[config.mk]
export PLATFORM = sky130hd
export DESIGN_NAME = keyvalue_cam
export DESIGN_NICKNAME = d
export VERILOG_FILES = /design/src/rtl/keyvalue_cam.sv
export SDC_FILE = /design/constraint.sdc
export NUM_CORES = 1
export LEC_CHECK = 0
export CAP_MARGIN = 20
export CORE_AREA = 10 10 179 181
export CTS_CLUSTER_SIZE = 12
export DETAILED_ROUTE_END_ITERATION = 12
export DIE_AREA = 0 0 189 191
export MAX_ROUTING_LAYER = met4
export PLACE_DENSITY = 0.56
export REMOVE_ABC_BUFFERS = 1
export SLEW_MARGIN = 20
export SYNTH_ARGS = -nofsm -noshare
export SYNTH_HDL_FRONTEND = slang
export SYNTH_SLANG_ARGS = --single-unit
[constraint.sdc]
create_clock -name sys_clk -period 2.9 [get_ports sys_clk]
set_clock_uncertainty 0.05 [all_clocks]
set_input_delay 0.435 -clock sys_clk [delete_from_list [all_inputs] [get_ports sys_clk]]
set_output_delay 0.435 -clock sys_clk [all_outputs]
set_load 0.01 [all_outputs]
[src/rtl/keyvalue_cam.sv]
// keyvalue_cam: key/value CAM behind a pipelined-bus style request port.
// One request per IDLE -> SEARCH -> RESP pass; response pulses for one cycle.
// Optional macro: KEYVALUE_DUP_UPDATE_EN (write to an existing key updates it
// in place; otherwise every write allocates a new entry).
module keyvalue_cam #(
  parameter int KEY_W = 8,
  parameter int VAL_W = 8,
  parameter int DEPTH = 8,
  localparam int IDX_W = $clog2(DEPTH),
  localparam int CNT_W = IDX_W + 1,
  localparam int DAT_W = (VAL_W > IDX_W) ? VAL_W : IDX_W
) (
  input  logic             sys_clk,
  input  logic             sys_rst_n,
  input  logic             CYC_i,
  input  logic             STB_i,
  input  logic             WE_i,
  input  logic             DEL_i,
  input  logic [KEY_W-1:0] ADR_i,
  input  logic [VAL_W-1:0] DAT_i,
  output logic             ACK_o,
  output logic             ERR_o,
  output logic             STALL_o,
  output logic [DAT_W-1:0] DAT_o,
  output logic             FULL_o,
  output logic [CNT_W-1:0] COUNT_o
);

  typedef enum logic [1:0] {IDLE, SEARCH, RESP} state_t;

  state_t state, state_nxt;

  logic             valid [DEPTH];
  logic [KEY_W-1:0] keys  [DEPTH];
  logic [VAL_W-1:0] vals  [DEPTH];

  logic [KEY_W-1:0] req_key;
  logic [VAL_W-1:0] req_val;
  logic             req_we;
  logic             req_del;

  logic             hit;
  logic [IDX_W-1:0] hit_idx;
  logic             free_found;
  logic [IDX_W-1:0] free_idx;
  logic             wr_hit;

  // State register
  always_ff @(posedge sys_clk or negedge sys_rst_n) begin
    if (!sys_rst_n) state <= IDLE;
    else            state <= state_nxt;
  end

  // Next-state logic; a dropped CYC_i during SEARCH abandons the request
  always_comb begin
    state_nxt = state;
    case (state)
      IDLE:    if (CYC_i && STB_i) state_nxt = SEARCH;
      SEARCH:  state_nxt = CYC_i ? RESP : IDLE;
      RESP:    state_nxt = IDLE;
      default: state_nxt = IDLE;
    endcase
  end

  assign STALL_o = (state != IDLE);

  // Parallel key match and free-slot search, lowest index wins
  always_comb begin
    hit        = 1'b0;
    hit_idx    = '0;
    free_found = 1'b0;
    free_idx   = '0;
    for (int unsigned i = 0; i < DEPTH; i++) begin
      if (!hit && valid[i] && (keys[i] == req_key)) begin
        hit     = 1'b1;
        hit_idx = IDX_W'(i);
      end
      if (!free_found && !valid[i]) begin
        free_found = 1'b1;
        free_idx   = IDX_W'(i);
      end
    end
  end

  // Whether a write may update an existing entry instead of allocating
  always_comb begin
`ifdef KEYVALUE_DUP_UPDATE_EN
    wr_hit = hit;
`else
    wr_hit = 1'b0;
`endif
  end

  // Request capture, storage update and response registration
  always_ff @(posedge sys_clk or negedge sys_rst_n) begin
    if (!sys_rst_n) begin
      for (int unsigned i = 0; i < DEPTH; i++) begin
        valid[i] <= 1'b0;
        keys[i]  <= '0;
        vals[i]  <= '0;
      end
      req_key <= '0;
      req_val <= '0;
      req_we  <= 1'b0;
      req_del <= 1'b0;
      ACK_o   <= 1'b0;
      ERR_o   <= 1'b0;
      DAT_o   <= '0;
      FULL_o  <= 1'b0;
      COUNT_o <= '0;
    end else begin
      ACK_o <= 1'b0;
      ERR_o <= 1'b0;
      case (state)
        IDLE: begin
          if (CYC_i && STB_i) begin
            req_key <= ADR_i;
            req_val <= DAT_i;
            req_we  <= WE_i;
            req_del <= DEL_i;
          end
        end
        SEARCH: begin
          if (CYC_i) begin
            if (req_we) begin
              if (wr_hit) begin
                vals[hit_idx] <= req_val;
                DAT_o         <= DAT_W'(hit_idx);
                ACK_o         <= 1'b1;
              end else if (free_found) begin
                valid[free_idx] <= 1'b1;
                keys[free_idx]  <= req_key;
                vals[free_idx]  <= req_val;
                DAT_o           <= DAT_W'(free_idx);
                ACK_o           <= 1'b1;
                COUNT_o         <= COUNT_o + CNT_W'(1);
                FULL_o          <= (COUNT_o == CNT_W'(DEPTH - 1));
              end else begin
                DAT_o <= '0;
                ERR_o <= 1'b1;
              end
            end else if (req_del) begin
              if (hit) begin
                valid[hit_idx] <= 1'b0;
                DAT_o          <= DAT_W'(hit_idx);
                ACK_o          <= 1'b1;
                COUNT_o        <= COUNT_o - CNT_W'(1);
                FULL_o         <= 1'b0;
              end else begin
                DAT_o <= '0;
                ERR_o <= 1'b1;
              end
            end else begin
              if (hit) begin
                DAT_o <= DAT_W'(vals[hit_idx]);
                ACK_o <= 1'b1;
              end else begin
                DAT_o <= '0;
                ERR_o <= 1'b1;
              end
            end
          end
        end
        default: ;
      endcase
    end
  end

endmodule

==> results <==
- The run finished, with violations left.
- The final reports fail on hold timing.
- The remaining max-slew budget at the tightest pin is 49.4%.
- After legalization and detailed placement, the total HPWL measured 14,200 um.
- The proportion of synthesized chip area in sequential cells is between 50 and 60%.
- The initial core utilization is 29.7%.
- The critical path data required time is 3.15 ns.
- In this run switching power makes up approximately 31% of total power.
- After clock tree synthesis, the flow added hold-fix buffers numbering 0.
- The number of warnings reported in the yosys synthesis log is 0.
- The total core area is 28,500 sq um.
- The final worst hold slack is -0.0174 ns.
- Counting the buffers created by CTS gives 17.
- The number of slew-limit violations in the final report is 0.
- Cell internal power was estimated by the tool at around 0.005 W.
- The setup-violating endpoint count in the final report is 0.
- The number of cell rows is 62.
- For this run, design rule violations remaining after detail routing come to 0.
- The number of enable flip-flop cells after synthesis is 0.
- The number of nets in the finished design is roughly 790.
- The detail-routed net length per standard cell is 18.0 um.
- Measured along the y axis, the die boundary spans 191 um.
- IR analysis of the VDD net gives a maximum drop of about 0.00042 V.
- In the synthesized netlist, the number of instances is 687.
- Summing all placed instances gives a cell area of 9540 sq um.
- For this run, the leading register cell type out of synthesis is sky130_fd_sc_hd__dfrtp_1.
- The final layout contains routed wiring with a total length of 20,900 um.
- The root buffer cell chosen for the clock tree is sky130_fd_sc_hd__clkbuf_16.
- The via count is 5,521.
- STA classifies the critical path endpoint as a flop.
- The number of antenna cells inserted is 0.
- The ratio of routed vias to standard cells is 4.77.
- The die covers 36,100 sq um.
- The number of synthesized register bits is 171.
- The number of antenna violations at the first check in global routing was 0.
- Dividing the final minimum period by the clock period gives 95.6%.
- For this run, the top clock speed supported by timing is 361 MHz.
- At the end of routability-driven placement, the weighted congestion stood at just under 0.9.
- In this run the tool buffered the top-level ports with 37 buffer cells.
- The sum of negative setup slack is 0 ns.
- Entering global routing, the biggest net connects between 70 and 80 pins.
- The I/O pin count is 38.
- The later pin in the worst-skew pair is clocked with a latency of 0.44 ns.
- Setup repair after global routing left no endpoint under its margin.
- Subtracting the final worst setup slack from the clock period gives about 2.8 ns.
- In this run, the clock network consumes between 30% and 40% of the power.
- Clock-pin slew was measured on the worst setup and hold paths at 0.08 ns.
- Global routing finished with a remaining overflow of 0.
- STA classifies the critical path startpoint as a flop.
- The total routing usage reported by global routing is 12.1%.
- The share of synthesized registers carrying an async set or reset is 100%.
- Dividing the synthesized area by the synthesized cell count gives 12.3 sq um.
- The path class of the tightest hold or removal check is primary input to asynchronous set/reset pin.
- The number of placed instances, taps included, is 1,125.
- Of the cells placed in the final design, the portion with a size suffix greater than 1 is 32.9%.
- Yosys mapped the design onto 65 distinct sky130hd cell types.
- The antenna violation net count after detailed routing is 0.
- Measured along the x axis, the die boundary spans about 190 um.
- Max-cap violations in this run came to 0.
- The number of cells in the finished layout apart from fillers is 1,158.
- The number of buffers on the longest clock path is 2.
- The number of levels the H-tree was split into is 4.
- The analysis attributes to cell leakage a power of about 4.5 nW.
- The CTS sink count is 171.
- The hold violation count in the final report came to 14.
- The via count of the first global-routing pass came to 5,690.
- The cell area after layout is 10,200 sq um.
- The category of the most critical setup path is flop to flop.
- The net load switching power is around 0.0023 W.
- The layout-stage area growth over the synthesis result is 20.8%.
- Data on the critical path arrives at its endpoint at roughly 3.0 ns.
- The share of total power dissipated in sequential elements is 44.3%.
- In this run the cell area of the synthesized design comes to between 8000 and 9000 sq um.
- The largest fanout on the critical path is 14.
- For this run, the detailed router's first-pass iteration total came to 4.
- For the pin with the worst max-slew slack, the measured transition is 0.760 ns.
- TritonCTS built the clock tree.
- Power spread over the standard cell area amounts to 719 nW/um^2.
- The first global-routing pass estimated about 33,000 um of wire.
- The detailed router finished its first iteration with 455 violations.
- Per report_power, the combinational group accounts for 23.5% of the total.
==> logic make-up (layout without fill, tap and decap cells) <==
group                      count (synthesis)  in the layout  synth area share (%)
adders and majority gates                  3              3                 0.533
DFF                                      171            171                  50.7
xor gates and xnor gates                  68             68                  7.05
buffers and inverters                     48            134                  3.55
muxes                                    149            149                  19.9
AOI/OAI and AO/OA                         81             82                  7.10
and+or+nand+nor                          167            167                  11.2
==> power by group through the flow <==
stage / Clock [W] / Sequential, W / Combinational (W)
after floorplan: 0 / 0.00322 / 0.00113
after global placement: 0 / 0.00328 / 0.00171
after detailed placement: 0 / 0.00329 / 0.00172
after CTS: 0.00242 / 0.00325 / 0.00173
after global routing: 0.00252 / 0.00332 / 0.00192
final: 0.00236 / 0.00325 / 0.00173
==> routing by layer <==
| metal | wire [um] | track usage (%) | vias up | part of all wire, % |
|---|---|---|---|---|
| met5 | 0 | - | - | 0 |
| li1 | - | - | 2607 | - |
| met1 | 9880 | 15.5 | 2770 | 47 |
| met3 | 1090 | 2.97 | 22 | 5.2 |
| met4 | 304 | 3.39 | 0 | 1.5 |
| met2 | 9590 | 18.6 | 122 | 46 |
==> metrics by stage <==
stage | setup slack [ns] | util (%) | power (W) | hold slack, ns
finish | 0.127 | 35.8 | 0.00734 | -0.0174
global route | 0.00745 | 35.8 | 0.00776 | 0.0279
CTS | 0.0465 | 35.6 | 0.00739 | 0.0184
detailed placement | 0.0313 | 33.5 | 0.00501 | 0.436
global placement | 0.0532 | 33.5 | 0.00499 | 0.428
floorplan | 0.271 | - | 0.00436 | 0.0894
==> cell type report <==
class                           instances  area, sq um
Sequential cell                       171         4280
Clock buffer                           17          425
Timing Repair Buffer                   92          880
Multi-Input combinational cell        469         3920
Tap cell                              384          480
Inverter                               10         37.5
Clock inverter                         15          183
Fill cell                            2777        18300
==> worst max-delay path, stage by stage, from the launching register on <==
cell and delay, ns:
sky130_fd_sc_hd__dfrtp_2 0.54, sky130_fd_sc_hd__buf_4 0.21, sky130_fd_sc_hd__xor2_1 0.15, sky130_fd_sc_hd__nor3_1 0.22
sky130_fd_sc_hd__buf_4 0.16, sky130_fd_sc_hd__nand3_2 0.15, sky130_fd_sc_hd__a21oi_4 0.26, sky130_fd_sc_hd__a21oi_4 0.15
sky130_fd_sc_hd__buf_4 0.21, sky130_fd_sc_hd__a221oi_1 0.38, sky130_fd_sc_hd__o21ai_1 0.14
==> Yosys cell counts (5+ instances only) <==
library cell               count  area, sq um
sky130_fd_sc_hd__nor2_1       29          109
sky130_fd_sc_hd__dfrtp_1     171         4280
sky130_fd_sc_hd__a31oi_1       6         37.5
sky130_fd_sc_hd__xor2_1       15          131
sky130_fd_sc_hd__nand3_1      16         80.1
sky130_fd_sc_hd__a221oi_1      5         43.8
sky130_fd_sc_hd__buf_2        18         90.1
sky130_fd_sc_hd__mux2_2      129         1450
sky130_fd_sc_hd__buf_6        12          135
sky130_fd_sc_hd__nor3_2        6         60.1
sky130_fd_sc_hd__nand2_1      46          173
sky130_fd_sc_hd__nand4_1      12         75.1
sky130_fd_sc_hd__nor3_1       13         65.1
sky130_fd_sc_hd__xnor2_1      53          464
sky130_fd_sc_hd__or3_1         8         50.1
sky130_fd_sc_hd__and2_1        5         31.3
sky130_fd_sc_hd__o31ai_1       7         52.6
sky130_fd_sc_hd__a21oi_1      15         75.1
sky130_fd_sc_hd__o21ai_0      13         65.1
sky130_fd_sc_hd__mux2_1       17          191
sky130_fd_sc_hd__o22a_1        6         52.6
sky130_fd_sc_hd__inv_1         9         33.8
==> path summary, 6_finish.rpt <==
path / from / to / slack [ns] / depth (start not counted)
max: req_key[3] / DAT_o[5] / 0.13 / 10
min: sys_rst_n / req_val[1] / -0.02 / 1
max reg2reg: req_key[3] / DAT_o[5] / 0.13 / 10
min reg2reg: FULL_o / FULL_o / 0.44 / 2
max in group asynchronous: sys_rst_n / req_key[7] / 2.02 / 2
min in group sys_clk: FULL_o / FULL_o / 0.44 / 2
==> flip-flops by register name, indices dropped and copies added, names as in the netlist <==
name,count
valid,8
ERR_o,1
req_we,1
DAT_o,8
keys,64
req_val,8
state,2
FULL_o,1
ACK_o,1
vals,64
req_key,8
COUNT_o,4
req_del,1
==> cells in the final DEF (no fill, tap or decap), types with 5 or more instances in the layout <==
cell                              netlist  layout
sky130_fd_sc_hd__clkbuf_16              0      17
sky130_fd_sc_hd__dfrtp_1              171     169
sky130_fd_sc_hd__nand3_1               16      16
sky130_fd_sc_hd__o22a_1                 6       6
sky130_fd_sc_hd__nor2_1                29      28
sky130_fd_sc_hd__or3_1                  8       8
sky130_fd_sc_hd__clkdlybuf4s50_1        0      36
sky130_fd_sc_hd__nor3_1                13      11
sky130_fd_sc_hd__a31oi_1                6       6
sky130_fd_sc_hd__o21ai_0               13      13
sky130_fd_sc_hd__nand4_1               12      12
sky130_fd_sc_hd__mux2_1                17      17
sky130_fd_sc_hd__buf_12                 0       7
sky130_fd_sc_hd__xor2_1                15      15
sky130_fd_sc_hd__nor3_2                 6       8
sky130_fd_sc_hd__mux2_2               129     129
sky130_fd_sc_hd__buf_4                  2      46
sky130_fd_sc_hd__a21oi_1               15      15
sky130_fd_sc_hd__a221oi_1               5       5
sky130_fd_sc_hd__nand2_1               46      46
sky130_fd_sc_hd__and2_1                 5       5
sky130_fd_sc_hd__o31ai_1                7       7
sky130_fd_sc_hd__inv_1                  9       9
sky130_fd_sc_hd__xnor2_1               53      51
sky130_fd_sc_hd__inv_6                  0       7
==> what timing repair did <==
| action | CTS | global route |
|---|---|---|
| cloned | 0 | 1 |
| gates resized for setup | 1 | 10 |
| setup buffers | 0 | 0 |
| endpoints found under the setup margin | 1 | 8 |
(Power assumes the default switching activity.)
